==> src/rtl/toggle_event_gen.sv <==
// Toggle coverage monitor: reports the first (or every) rise/fall of each sig bit as a
// one-cycle valid pulse and tracks how many distinct rise/fall points have been seen.
module toggle_event_gen #(
    parameter int WIDTH         = 20,
    parameter int STICKY        = 1,
    parameter int SETTLE_CYCLES = 2
) (
    input  logic                               clock,
    input  logic                               reset,
    input  logic [WIDTH-1:0]                   sig,
    input  logic                               en,
    input  logic                               clear,
    output logic [2*WIDTH-1:0]                 valid,
    output logic [$clog2(2*WIDTH+1)-1:0]       covered_count,
    output logic                               all_covered
);
    localparam int NPTS = 2 * WIDTH;
    localparam int CW   = $clog2(NPTS + 1);
    localparam int SCW  = (SETTLE_CYCLES > 0) ? $clog2(SETTLE_CYCLES + 1) : 1;

    typedef enum logic [1:0] {INIT, SETTLE, ARMED} state_t;

    state_t            state, state_nxt;
    logic [SCW-1:0]    settle_cnt, settle_nxt;
    logic [WIDTH-1:0]  prev;
    logic [NPTS-1:0]   hit, hit_nxt, ev, valid_nxt;
    logic [CW-1:0]     cnt_nxt;

    function automatic logic [CW-1:0] popcount(input logic [NPTS-1:0] v);
        popcount = '0;
        for (int i = 0; i < NPTS; i++)
            popcount = popcount + CW'(v[i]);
    endfunction

    always_ff @(posedge clock or negedge reset) begin
        if (!reset) begin
            state      <= INIT;
            settle_cnt <= '0;
        end else begin
            state      <= state_nxt;
            settle_cnt <= settle_nxt;
        end
    end

    // Clear behaves like a fresh INIT: reload the settle window (or arm at once).
    always_comb begin
        state_nxt  = state;
        settle_nxt = settle_cnt;
        if (clear || state == INIT) begin
            if (SETTLE_CYCLES == 0) begin
                state_nxt = ARMED;
            end else begin
                state_nxt  = SETTLE;
                settle_nxt = SCW'(SETTLE_CYCLES);
            end
        end else if (state == SETTLE) begin
            settle_nxt = settle_cnt - SCW'(1);
            if (settle_cnt <= SCW'(1))
                state_nxt = ARMED;
        end
    end

    always_comb begin
        ev = '0;
        for (int i = 0; i < WIDTH; i++) begin
            ev[2*i]   = ~prev[i] &  sig[i];
            ev[2*i+1] =  prev[i] & ~sig[i];
        end
        // Events are only qualified when armed and enabled; clear drops them entirely.
        if (state != ARMED || !en || clear)
            ev = '0;
        hit_nxt   = clear ? '0 : (hit | ev);
        valid_nxt = (STICKY != 0) ? (ev & ~hit) : ev;
        cnt_nxt   = popcount(hit_nxt);
    end

    always_ff @(posedge clock or negedge reset) begin
        if (!reset) begin
            prev          <= '0;
            hit           <= '0;
            valid         <= '0;
            covered_count <= '0;
            all_covered   <= 1'b0;
        end else begin
            prev          <= sig;
            hit           <= hit_nxt;
            valid         <= valid_nxt;
            covered_count <= cnt_nxt;
            all_covered   <= (cnt_nxt == CW'(NPTS));
        end
    end
endmodule
==> config.mk <==
export PLATFORM = sky130hd
export DESIGN_NAME = toggle_event_gen
export DESIGN_NICKNAME = d
export VERILOG_FILES = /design/src/rtl/toggle_event_gen.sv
export SDC_FILE = /design/constraint.sdc
export NUM_CORES = 1
export LEC_CHECK = 0
export ABC_CLOCK_PERIOD_IN_PS = 7100
export BUFFER_PORTS_ARGS = -buffer_cell sky130_fd_sc_hd__buf_2
export CAP_MARGIN = 20
export CORE_AREA = 2 2 105 97
export CTS_CLUSTER_DIAMETER = 200
export DETAILED_ROUTE_END_ITERATION = 8
export DIE_AREA = 0 0 107 99
export PLACE_DENSITY_LB_ADDON = 0.12
export SLEW_MARGIN = 20
export SYNTH_ARGS = -nofsm -noshare
export SYNTH_HDL_FRONTEND = slang
export SYNTH_SLANG_ARGS = --single-unit
==> constraint.sdc <==
create_clock -name clock -period 7.1 [get_ports clock]
set_input_delay 0.355 -clock clock [delete_from_list [all_inputs] [get_ports clock]]
set_output_delay 0.355 -clock clock [all_outputs]
set_load 0.02 [all_outputs]
Word level (Yosys, flattened, before mapping) --
Cells that the tools add are included. W data, S select, Z words.
Word-level totals: register bits after elaboration 111, output and inout bits 47, logic and storage cells 149
Operators by class: add/subtract/negate cells 40, order comparisons 1, equal/unequal tests 3, muxes and demuxes 7, bitwise operators 83, reduce and logical (&&, ||, !) cells 8
Operators with widths (count):
- $add A6 B1 Y6 | 34
- $mux W40 | 2
- $and A1 B1 Y1 | 40
- $and A40 B40 Y40 | 1
- $not A1 Y1 | 40
- $not A40 Y40 | 1
- $or A40 B40 Y40 | 1
- $mux W2 | 5
- $add A5 B1 Y6 | 1
- $eq A6 B6 Y1 const B | 1
- $add A4 B1 Y5 | 1
- $add A3 B1 Y4 | 1
- $reduce_bool A2 Y1 | 2
- $add A2 B1 Y3 | 1
- $logic_or A1 B1 Y1 | 3
- $add A1 B1 Y2 | 1
- $eq A2 B1 Y1 const B | 1
- $le A2 B1 Y1 const B | 1
- $logic_not A2 Y1 | 1
- $ne A2 B2 Y1 const B | 1
- $reduce_and A2 Y1 | 1
- $sub A2 B1 Y2 const B | 1
- $logic_not A1 Y1 | 1

Logic depth before layout (Yosys ltp) --
Gate-level depths: netlist of the first run.
word-level depth 46, gate-level depth with buffers 22

Worst setup path after synthesis of the first run --
OpenSTA, ideal clock, no wires.
path kind register to register, start point register state[0], end point register all_covered, arrival time 6.033 ns, required time 7.012 ns, setup slack 0.979 ns, stages on the path, launching flop included 22, period minus slack after synthesis 6.121 ns, cells stage by stage dfrtp_1 and2b_1 and3b_1 buf_4 buf_4 nand3b_1 a21oi_1 fa_1 fa_1 inv_1 fa_1 fa_1 fa_1 fa_1 fa_1 inv_1 ha_1 inv_1 fa_1 inv_1 or4_1 nor3b_1
On the way: elaborated cells between the ends (all ways) 46, those cells by class add/sub (39); eq/ne (2); mux (2); bitwise (1); reduce/logical (2)
RTL lines:
- start, declared | RTL line 23 | state_t state, state_nxt;
- start signal, assigned | RTL line 40 | state <= state_nxt;
- $ne A2 B2 Y1 | RTL line 70 | if (state != ARMED || !en || clear)
- $logic_or A1 B1 Y1 (2 in series) | RTL line 70
- $mux W40 | RTL line 70
- $or A40 B40 Y40 | RTL line 72 | hit_nxt = clear ? '0 : (hit | ev);
- $mux W40 | RTL line 72
- named net hit_nxt[15] | RTL line 26 | logic [NPTS-1:0] hit, hit_nxt, ev, valid_nxt;
- $add A6 B1 Y6 (25 in series) | RTL line 32 | popcount = popcount + CW'(v[i]);
- named net cnt_nxt[1] | RTL line 27 | logic [CW-1:0] cnt_nxt;
- $eq A6 B6 Y1 | RTL line 89 | all_covered <= (cnt_nxt == CW'(NPTS));
- end signal, assigned | RTL line 89
- end, declared | RTL line 15 | output logic all_covered
The timed path passes the listed nets, and every way through them passes these cells. A chain may end at the register's enable or synchronous reset.

Worst setup path in the final report of the first run --
start point register state[0], end point register all_covered
On the way: word-level cells in the longest chain between the ends 46
RTL lines (RTL line):
- $ne A2 B2 Y1 (*) | 70
- $logic_or A1 B1 Y1 (*) (2 in series) | 70
- $mux W40 (*) | 70
- $or A40 B40 Y40 (*) | 72
- $mux W40 (*) | 72
- $add A1 B1 Y2 | 32
- $add A2 B1 Y3 | 32
- $add A3 B1 Y4 | 32
- $add A4 B1 Y5 | 32
- $add A5 B1 Y6 | 32
- $add A6 B1 Y6 (33 in series) | 32
- $add A6 B1 Y6 (*) | 32
- named net cnt_nxt[1] | 27
- $eq A6 B6 Y1 (*) | 89
Mark *: on every way through the listed nets, which the timed path passes. The rest lies on a longest branch.

==> results of run 1 <==
-- layout by cell type (no fill, tap or decap) --
cell        instances
clkbuf_8            9
clkinv_4            2
a21o_1             27
nor3b_1             1
fa_1               31
buf_2              69
xor2_1              1
clkinvlp_4          1
buf_4               5
buf_12              1
and3b_2             1
inv_6               1
a21oi_1            46
o21bai_1            2
nor2b_1             1
or2_2               1
nand3b_4           20
inv_8               1
nand3b_1           20
dfrtp_1           111
and2b_1             1
ha_1               12
nand2b_1            3
or4_1               1
nor2_1             46
xnor2_1             2
inv_1              72
-- per-stage QoR --
step	hold WS (ns)	power [uW]	utilization
after floorplan	0.05941	735.3	-
after global placement	0.4093	772.6	0.5946
after detailed placement	0.4111	775.5	0.5946
after CTS	0.02851	1122	0.6124
after global routing	0.06352	1163	0.6124
final	0.003109	1106	0.6124
-- power breakdown --
part	total [uW]	switching, uW	leakage [uW]	internal, uW
clock network	344	215	0.0000837	129
logic	98.1	59.0	0.00172	39.1
registers	664	13.0	0.00149	651
total	1110	287	0.00330	819
-- worst paths after layout --
path | start | endpoint
min in group clock | sig[2] | prev[2]
max reg2reg | state[0] | all_covered
min reg2reg | hit[24] | valid[24]
max in group asynchronous | reset | hit[28]
max | state[0] | all_covered
min | reset | settle_cnt[1]
-- cells by family (layout without fill, tap and decap cells) --
| kind of cell | count (synthesis) | in the layout | synth area share |
|---|---|---|---|
| flops | 111 | 111 | 0.5367 |
| simple gates | 95 | 95 | 0.1518 |
| buf+inv | 85 | 161 | 0.07084 |
| compound gates | 75 | 75 | 0.08656 |
| fa+ha+maj | 43 | 43 | 0.1489 |
| xor+xnor | 3 | 3 | 0.005078 |
-- area by class of cell --
cell class              count  area share
clock buffers               9     0.02132
clock inverters             5    0.007754
inverters                  72     0.04652
multi-input cells         216      0.3498
flip-flops and latches    111      0.4781
well taps                 126     0.02714
repair buffers             75     0.06935
-- per-layer routing --
layer | track usage | share of wire
met2 | 0.2700 | 0.45
met4 | 0.05395 | 0.011
met5 | 0 | 0
met1 | 0.2821 | 0.51
met3 | 0.03571 | 0.032
-- registers in the layout (all words and copies together) (netlist names) --
register and count:
all_covered 1, covered_count 6, hit 40, prev 20, settle_cnt 2, state 2, valid 40
-- worst max-delay path, delay by kind of cell, from the launching register on --
family	cells	cell delay, ns
AOI/OAI and AO/OA	1	0.20
DFF	1	0.41
buffers and inverters	4	0.45
and+or+nand+nor	5	1.52
adders and majority gates	9	4.03
==> results.toml, run 1 <==
[status]
status = "finished clean"

[route]
dr.pass1.iters = 4
postRouteAntennaNets = 0
via_per_inst = 4.819
drt-total-wl_microns = 8522
drt_iter0_drc = 125
vias = 2959
route.detailed.drc = 0
wl_per_cell_microns = 13.88

[logic_synthesis]
synth_seq_cells = 111
synth.most_common_cell = "dfrtp_1"
netlist_top_cells_count = "dfrtp_1 (111), inv_1 (72), a21oi_1 (46), nor2_1 (46), fa_1 (31)"
synth_edf_count = 0
synth.top_cells.by_area = "dfrtp_1 (54%), fa_1 (12%), nand3b_4 (7.7%)"
ys.flop_type = "dfrtp_1"
synthArstFlopShare = 1.000
ys_types = 23
synth_seq_area_share = 0.5368
synth_cells = 412
synth_nets = 479
yosys_warnings = 0
syn_area_sq_um = 5175
synth_area_leader_cell = "dfrtp_1"
yosysTopAreaCellShare = 0.5368
avgSynthCellArea_sq_um = 12.56

[finish]
seqCellArea_sq_um = 2778
fillers = 759
diodes = 0
multi_input_area_sq_um = 2032
drive_gt1_frac = 0.2275
area_delta_synth_final_pct = 12.26
design_area_sq_um = 5809
nNetsFinal = 552
post_layout_nonfiller_instances = 614

[timing]
worst_slew_pin_slew_ns = 0.7055
finalSetupViolCount = 0
setup_ws_ns = 0.3701
slew_headroom = 0.5297
rsz0062_at_grt = "false"
fmax_mhz = 148.6
period_needed_ns = 6.730
fin_crit_sh = 0.9479
final-max-slew-violation-count = 0
hold_viol = 0
setup_tns_ns = 0
fin_skew_ns = 0.01208

[pwr]
p_leak_uw = 0.003299
power_density_nw_per_um2 = 190.5
irDropWorstVdd_mv = 0.1195

[placement]
pre_cts_ws_ns = 0.4358
placedCellCount = 600
globalplace.congestion = 0.7647
hpwl_microns = 6250
placedInstanceArea_sq_um = 5640
port_buffers = 70

[global_route]
antenna_found_initial = 0
grt_util_all_layers = 0.1841
overflow = 0
grt_max_degree = 70
grt_pass1_vias = 3094
grt_pass1_wl_microns = 15120

[critical_path]
r2r_slack_ns = 0.37
worst_ep_arrival_time_ns = 7.00
crit_chain = "and2b_1, and3b_2, buf_12, nand3b_4, a21o_1, fa_1, fa_1, fa_1, fa_1, fa_1, fa_1, fa_1, inv_1, ha_1, inv_1, fa_1, inv_1, or4_1, nor3b_1"
critPathLaunchType = "flop"
slowest_delay_ns = 0.57
path_common_cell = "fa_1"
reg2reg_depth = 19
crit_required_ns = 7.37
crit_fanout = 18
critPathKind = "flop to flop"
cp-end-kind = "flop"
cp_slowest_cell = "fa_1"

[min_path]
worst_hold_path_type = "input port to async pin"

[die]
die_area_sq_um = 10590
die_x_microns = 107
core_area_sq_um = 9487
rows = 34
start_util = 0.5455
die_y_microns = 99
pin_count = 71

[clocking]
h-tree-depth = 3
cts_made_buffers = 9
clk_latency_ns = 0.37
path_clk_slew_ns = 0.10
postCtsSetupBuffers = 0
clock-sinks = 111
root_buffer = "clkbuf_8"
cts_max_path_buffers = 2
cts_tree = "yes"
cts_repair_resize_count = 0
cts_hold_buffers = 0

[flow_run]
max_cap_violations = 0
No activity file was read; power rests on OpenSTA's default activity.
==> run 2: changes to the inputs <==
- CELL_PAD_IN_SITES_DETAIL_PLACEMENT: unset -> 0
- CELL_PAD_IN_SITES_GLOBAL_PLACEMENT: unset -> 1
- CORE_AREA: 2 2 105 97 -> 2 2 115 106
- DIE_AREA: 0 0 107 99 -> 0 0 117 108
==> run 2 against run 1 <==
  * The flow now finishes with violations (hold timing)
  * Register-to-register slack improved by 0.18 ns
  * Utilization is 8.2 points lower
  * Sequential power is essentially flat
  * Clock-buffer cell count is 2 higher
==> results.toml, run 2 (synthesized netlist as in run 1, its figures left out) <==
[status]
status = "complete, but fails checks"
violations = "hold timing"

[clocking]
h-tree-depth = 3
clk_latency_ns = 0.35
cts_made_buffers = 9
cts_max_path_buffers = 2
path_clk_slew_ns = 0.06
postCtsSetupBuffers = 0
clock-sinks = 111
root_buffer = "clkbuf_16"
cts_tree = "yes"

[route]
drt-total-wl_microns = 8771
route.detailed.drc = 0
dr.pass1.iters = 5
vias = 2918
drt_iter0_drc = 139
wl_per_cell_microns = 13.58
via_per_inst = 4.517
postRouteAntennaNets = 0

[die]
die_x_microns = 117
start_util = 0.4563
die_area_sq_um = 12640
pin_count = 71
die_y_microns = 108
rows = 37
core_area_sq_um = 11340

[finish]
final_common_cell = "dfrtp_1"
final_util = 0.5302
area_delta_synth_final_pct = 16.20
fillers = 998
diodes = 0
nNetsFinal = 553
drive_gt1_frac = 0.2286
mostFrequentLayoutCells = "dfrtp_1 (111), inv_1 (72), buf_2 (69), a21oi_1 (46), nor2_1 (46)"
reg_top3 = "hit (40), valid (40), prev (20)"

[global_route]
grt_util_met2 = 0.2221
grt.busiest_layer = "met1"
grt_pass1_wl_microns = 14700
antenna_found_initial = 0
grt_max_degree = 70
grt_util_all_layers = 0.1568
grt_pass1_vias = 2910
overflow = 0
grtUsageMet3 = 0.03868
grt_util_met1 = 0.2296

[placement]
hpwl_microns = 6319
pre_cts_ws_ns = 0.4189
port_buffers = 70
globalplace.congestion = 0.7244

[timing]
rsz0062_at_grt = "false"
setup_tns_ns = 0
fmax_mhz = 152.6
fin_crit_sh = 0.9228
finalSetupViolCount = 0
hold_viol = 2
fin_skew_ns = 0.003239
period_needed_ns = 6.552
timing.hold.ws_ns = -0.003603
slew_headroom = 0.4364
worst_slew_pin_slew_ns = 0.8454
final-max-slew-violation-count = 0
setup_ws_ns = 0.5484

[critical_path]
reg2reg_depth = 19
critPathKind = "flop to flop"
r2r-end = "all_covered"
critPathLaunchType = "flop"
r2r_slack_ns = 0.55
crit_fanout = 20
crit_required_ns = 7.36
cp-end-kind = "flop"
rr_startpoint = "state[0]"
worst_ep_arrival_time_ns = 6.82

[pwr]
p_leak_uw = 0.003375
irDropWorstVdd_mv = 0.1357
power_density_nw_per_um2 = 214.8

[flow_run]
max_cap_violations = 0

[min_path]
worst_hold_path_type = "input port to async pin"
## run 2: cell types whose count changed in the layout (fill, tap and decap cells not counted), sizes merged
cell | before | now
bufinv | 0 | 2
clkbuf | 9 | 11
inv | 74 | 72
buf | 75 | 76
clkinvlp | 1 | 0
## run 2: repair_timing
action / in CTS / in global routing
endpoints found under the setup margin: 0 / 1
resized for setup: 0 / 1
hold buffers: 0 / 0
## run 2: cell type report
| cell class | count | area (sq um) | area share |
|---|---|---|---|
| Multi-Input combinational cell | 216 | 2034 | 0.3383 |
| Sequential cell | 111 | 2778 | 0.4619 |
| Tap cell | 156 | 195.2 | 0.03246 |
| Inverter | 72 | 270.3 | 0.04494 |
| Timing Repair Buffer | 76 | 422.9 | 0.07033 |
| Clock buffer | 11 | 242.7 | 0.04037 |
| Clock inverter | 4 | 70.07 | 0.01165 |
## run 2: metal layers
metal / vias to the layer above / part of all wire
met2: 54 / 0.44
met5: - / 0
met4: 0 / 0.021
li1: 1444 / -
met3: 10 / 0.038
met1: 1410 / 0.50
## run 2: worst max-delay path by stage
stage / startpoint / to / slack, ns / cells after the start
finish: state[0] / all_covered / 0.55 / 19
global placement: state[0] / all_covered / 0.46 / 19
global route: state[0] / all_covered / 0.15 / 19
floorplan: state[0] / all_covered / 0.98 / 21
detailed placement: state[0] / all_covered / 0.42 / 19
CTS: state[0] / all_covered / 0.35 / 19
## run 2: metrics by stage
step	hold WS (ns)	area, sq um	std cells	power, uW
global placement	0.3851	5698	631	775.0
CTS	0.02228	6011	646	1312
detailed placement	0.3974	5698	631	777.1
global route	0.03705	6013	646	1353
floorplan	0.05941	5175	412	735.3
finish	-0.003603	6013	646	1292
## run 2: worst max-delay path: stages, from the launching register on
cell	delay [ns]
dfrtp_1	0.39
and2b_1	0.22
and3b_4	0.44
buf_12	0.21
nand3b_4	0.09
a21o_1	0.20
fa_1	0.56
fa_1	0.45
fa_1	0.54
fa_1	0.43
fa_1	0.50
fa_1	0.54
fa_1	0.41
inv_1	0.06
ha_1	0.15
inv_1	0.05
fa_1	0.39
xnor2_1	0.16
or4_1	0.47
nor3b_1	0.21
## run 2: power by group
group	switching (uW)	internal, uW
Combinational	59.6	40.0
Clock	213	316
Sequential	12.2	651
